<file path="config.mk">
export PLATFORM = sky130hd
export DESIGN_NAME = nx_stream_skid_buffer
export DESIGN_NICKNAME = d
export VERILOG_FILES = /design/src/rtl/nx_stream_skid_buffer_pkg.sv /design/src/rtl/nx_stream_skid_buffer.sv
export SDC_FILE = /design/constraint.sdc
export NUM_CORES = 1
export LEC_CHECK = 0
export CAP_MARGIN = 0
export CELL_PAD_IN_SITES_DETAIL_PLACEMENT = 1
export CELL_PAD_IN_SITES_GLOBAL_PLACEMENT = 1
export CORE_MARGIN = 3
export CORE_UTILIZATION = 35
export CTS_CLUSTER_DIAMETER = 60
export CTS_CLUSTER_SIZE = 40
export DETAILED_ROUTE_END_ITERATION = 10
export DONT_BUFFER_PORTS = 1
export PLACE_DENSITY = 0.65
export SYNTH_ARGS = -nofsm -noshare
export SYNTH_HDL_FRONTEND = slang
export SYNTH_SLANG_ARGS = --single-unit
</file>
<file path="constraint.sdc">
create_clock -name clk_i -period 2 [get_ports clk_i]
set_clock_uncertainty 0.2 [all_clocks]
set_input_delay 0.2 -clock clk_i [delete_from_list [all_inputs] [get_ports clk_i]]
set_output_delay 0.2 -clock clk_i [all_outputs]
set_load 0.05 [all_outputs]
</file>
<file path="src/rtl/nx_stream_skid_buffer_pkg.sv">
// ---------------------------------------------------------------------------
// nx_stream_skid_buffer_pkg
//
// Purpose: shared constants for the nexus stream skid buffer. Designs that
// already carry a common width constant can override STREAM_WIDTH at the
// instance instead of using the default here.
//
// Contents:
//   NX_STREAM_WIDTH - default message data width in bits.
// ---------------------------------------------------------------------------
package nx_stream_skid_buffer_pkg;

   localparam int unsigned NX_STREAM_WIDTH = 32;

endpackage : nx_stream_skid_buffer_pkg

</file>
<file path="src/rtl/nx_stream_skid_buffer.sv">
// ---------------------------------------------------------------------------
// nx_stream_skid_buffer
//
// Purpose: two-entry skid buffer for a valid/ready message stream. Every
// output is driven straight from a flop, so no combinational path runs
// between producer and consumer in either direction. It sustains one message
// per cycle and keeps strict FIFO order.
//
// Ports:
//   clk_i            - clock, all state updates on the rising edge.
//   rst_i            - asynchronous active-low reset (low = reset).
//   inbound_data_i   - message from upstream.
//   inbound_valid_i  - upstream presents a message.
//   inbound_ready_o  - buffer can accept (registered).
//   outbound_data_o  - message to downstream (registered).
//   outbound_valid_o - message present on outbound_data_o (registered).
//   outbound_ready_i - downstream accepts this cycle.
// ---------------------------------------------------------------------------
module nx_stream_skid_buffer
   import nx_stream_skid_buffer_pkg::*;
#(
   parameter int unsigned STREAM_WIDTH = NX_STREAM_WIDTH
) (
   input  logic                    clk_i,
   input  logic                    rst_i,
   input  logic [STREAM_WIDTH-1:0] inbound_data_i,
   input  logic                    inbound_valid_i,
   output logic                    inbound_ready_o,
   output logic [STREAM_WIDTH-1:0] outbound_data_o,
   output logic                    outbound_valid_o,
   input  logic                    outbound_ready_i
);

   logic                    out_valid_q, out_valid_d;
   logic [STREAM_WIDTH-1:0] out_data_q,  out_data_d;
   logic                    skid_valid_q, skid_valid_d;
   logic [STREAM_WIDTH-1:0] skid_data_q,  skid_data_d;
   logic                    rdy_q, rdy_d;

   logic accept;
   logic out_free;

   assign accept   = inbound_valid_i & rdy_q;
   // The output register can be loaded this edge if it is empty or is
   // being taken by downstream at the same edge.
   assign out_free = ~out_valid_q | outbound_ready_i;

   // Next-state selection in priority order. The skid entry is older than
   // anything upstream can offer, so it always moves first; ready is low
   // whenever the skid is occupied, so no accept can coincide with that move.
   always_comb begin
      out_valid_d  = out_valid_q;
      out_data_d   = out_data_q;
      skid_valid_d = skid_valid_q;
      skid_data_d  = skid_data_q;

      if (skid_valid_q && out_free) begin
         out_data_d   = skid_data_q;
         out_valid_d  = 1'b1;
         skid_valid_d = 1'b0;
      end else if (accept && out_free) begin
         // Includes take-and-accept with an occupied output register: the
         // new message replaces the output directly and bypasses the skid.
         out_data_d  = inbound_data_i;
         out_valid_d = 1'b1;
      end else if (accept) begin
         skid_data_d  = inbound_data_i;
         skid_valid_d = 1'b1;
      end else if (out_free) begin
         out_valid_d = 1'b0;
      end

      // Ready is registered from the next skid state, so it drops the cycle
      // after the skid fills and rises the cycle after it drains.
      rdy_d = ~skid_valid_d;
   end

   // State flops. Reset discards every held message at once and keeps ready
   // low until the first edge after reset is released.
   always_ff @(posedge clk_i or negedge rst_i) begin
      if (!rst_i) begin
         out_valid_q  <= 1'b0;
         out_data_q   <= '0;
         skid_valid_q <= 1'b0;
         skid_data_q  <= '0;
         rdy_q        <= 1'b0;
      end else begin
         out_valid_q  <= out_valid_d;
         out_data_q   <= out_data_d;
         skid_valid_q <= skid_valid_d;
         skid_data_q  <= skid_data_d;
         rdy_q        <= rdy_d;
      end
   end

   assign inbound_ready_o  = rdy_q;
   assign outbound_data_o  = out_data_q;
   assign outbound_valid_o = out_valid_q;

endmodule : nx_stream_skid_buffer

</file>
==> results by group <==
Clock network
  • Clk root buf: clkbuf_8
  • CTS tree: yes
  • H-tree depth: 3
  • Num CTS Buffers: 9
  • CTS clock-pin slew for the worst setup and hold paths: 0.07 ns
  • CTS resizes: 0
  • Max Root-Sink Buffers: 2
  • Clk sinks: 67
  • Clk_lat worst skew: 0.33 ns

Routing
  • Drt drc: 0
  • First-pass iteration count of the detailed router: 3
  • Drt initial violations: 44
  • Vias: 1,672
  • WL/cell: 19.1 um
  • WL final: 6480 um
  • Antenna viol nets, final: 0
  • Vias/cell: 4.92

Critical path
  • Startpoint Class: flip-flop
  • CP Class: flip-flop to flip-flop
  • WP data required: 2.01 ns
  • CP max FO: 17
  • Worst Setup End Kind: flip-flop
  • R2r worst-path depth: 3
  • Crit. Startpoint: skid_valid_q$_DFF_PN0_
  • Worst setup endpoint: outbound_data_o[2]$_DFFE_PN0P_
  • Worst R2R Setup Slack: 0.30 ns
  • Worst reg2reg path startpoint: skid_valid_q$_DFF_PN0_
  • WP data arrival: 1.71 ns
  • Reg2Reg Capture Point: outbound_data_o[2]$_DFFE_PN0P_

Global route
  • Vias in the first global route: 1,974
  • Grt ovf: 0
  • First-pass GRT wire length: 10,500 um
  • Largest net degree at the start of global routing: 68
  • Initial antenna violation count: 0
  • Gr usage total: 13.6%

Synth
  • Avg Inst Size Synth: 17.0 um^2
  • Synth Register Bits: 67
  • Syn Nets: 217
  • Syn. warnings: 0
  • Post-synthesis sequential area ratio: 54.4%
  • Netlist cell types: 11
  • Mapped Area: 3080 um^2
  • Post-Syn Instances: 181

STA
  • Slew HR: 66.0%
  • RSZ-0062 raised after global routing: no
  • Fmax: 587 MHz
  • Final setup violation count: 0
  • Total negative slack: 0 ns
  • Worst Hold Slack: 0.0380 ns
  • Tmin final: 1.70 ns
  • Setup WS post-layout: 0.296 ns
  • Final Max Slew Viols: 0
  • Hold Vio Cnt, Final: 0
  • Final period util: 85.2%
  • Worst Max-Slew Pin Slew: 0.510 ns

Floorplanning
  • Initial Util: 36.8%
  • Chip Height: 99.9 um
  • Rows: 33
  • Die W: 99.9 um
  • Core area: 8380 um^2
  • Die area: 9970 um^2
  • I/O pin count: 70

Final layout
  • # fillers: 805
  • Synth-to-layout area growth: 24.4%
  • Antenna diode count: 0
  • Layout cells sized above 1: 54.5%
  • Final nets: 266
  • Fin cells: 340

Place
  • Post-Place Worst Slack: 0.292 ns
  • PortBufs: 0
  • GPL Wtd Cong: 0.804
  • Placed insts: 288
  • Dpl hpwl: 4390 um

Pwr
  • Static leakage: 1.72 nW
  • Pwr/cell area: 1330 nW/um^2
  • Maximum VDD drop: 0.585 mV

Run status
  • Status: completed

Flow run
  • Number of max-cap violations: 0

Min path
  • Min-delay worst type: primary input to flip-flop
logic make-up (layout without fill, tap and decap cells):
logic type,Yosys count,in the layout,share of synthesized area [%]
AO/OA/AOI/OAI,1,1,0.528
buffers and inverters,11,65,3.77
flip-flops,67,67,54.4
multiplexers,96,96,39.4
AND/OR/NAND/NOR,6,6,1.91
per-layer routing:
layer | global-route usage [%] | vias up | routed length (um)
li1 | - | 738 | -
met1 | 15.8 | 877 | 2620
met2 | 22.8 | 49 | 3390
met3 | 5.63 | 8 | 422
met4 | 4.41 | 0 | 55
met5 | 0 | - | 0
through the flow:
stage	power (mW)	util, %	cell area (um^2)
final	5.11	45.8	3840
after global placement	3.61	38.4	3220
after detailed placement	3.69	38.4	3220
after CTS	5.18	45.8	3840
after global routing	5.36	45.8	3840
after floorplan	3.47	-	3080
how the worst min path moves through the flow:
stage	endpoint	slack, ns	from	cells past startpoint
detailed placement	skid_data_q[11]$_DFFE_PN0P_	-0.29	rst_i	0
global placement	skid_data_q[19]$_DFFE_PN0P_	-0.29	rst_i	0
global route	inbound_ready_o$_DFF_PN0_	0.04	inbound_valid_i	3
floorplan	inbound_ready_o$_DFF_PN0_	-0.30	rst_i	0
CTS	inbound_ready_o$_DFF_PN0_	0.01	inbound_valid_i	3
finish	inbound_ready_o$_DFF_PN0_	0.04	inbound_valid_i	3
critical path: stages, from the launching register on:
cell     delay [ns]
dfrtp_1        0.44
buf_4          0.30
mux2_2         0.37
mux2_2         0.26
power by group:
part | leakage (nW) | internal [mW] | switching (mW) | total [mW]
combinational | 0.813 | 0.641 | 0.313 | 0.955
sequential | 0.787 | 1.75 | 1.05 | 2.80
clock | 0.123 | 0.859 | 0.496 | 1.36
cells in the final DEF (no fill, tap or decap), drive strengths merged:
master and instances:
nand2b 2, bufinv 3, clkinv 2, clkbuf 11, buf 13, nand2 1
inv 1, dfrtp 67, nor2b 1, nand3 1, a21oi 1, dlygate4sd3 35
nor2 1, mux2 96
flip-flops by register name, indices dropped and copies added, names as in the netlist:
register / count
outbound_data_o: 32
outbound_valid_o: 1
skid_valid_q: 1
skid_data_q: 32
inbound_ready_o: 1
layout make-up:
| type | instances | area, um^2 | share of cell area [%] |
|---|---|---|---|
| clock inverters | 5 | 100 | 2.61 |
| clock buffers | 11 | 141 | 3.68 |
| repair buffers | 48 | 493 | 12.8 |
| multi-input cells | 103 | 1290 | 33.6 |
| flip-flops and latches | 67 | 1680 | 43.7 |
| inverters | 1 | 3.75 | 0.0978 |
| well taps | 105 | 131 | 3.42 |
synth_stat cells:
master	number	area, um^2
nand2_1	1	3.75
mux2_2	60	676
a21oi_4	1	16.3
nor2b_4	1	13.8
dfrtp_1	67	1680
mux2_4	36	541
nand3_4	1	17.5
nor2_4	1	11.3
buf_6	10	113
nand2b_1	2	12.5
inv_1	1	3.75
what timing repair did:
| action | 4_1_cts | 5_1_grt |
|---|---|---|
| hold endpoints to repair | 134 | 0 |
| hold buffers | 36 | 0 |
| buffers inserted | 0 | 0 |
No activity file was read; power rests on OpenSTA's default activity.
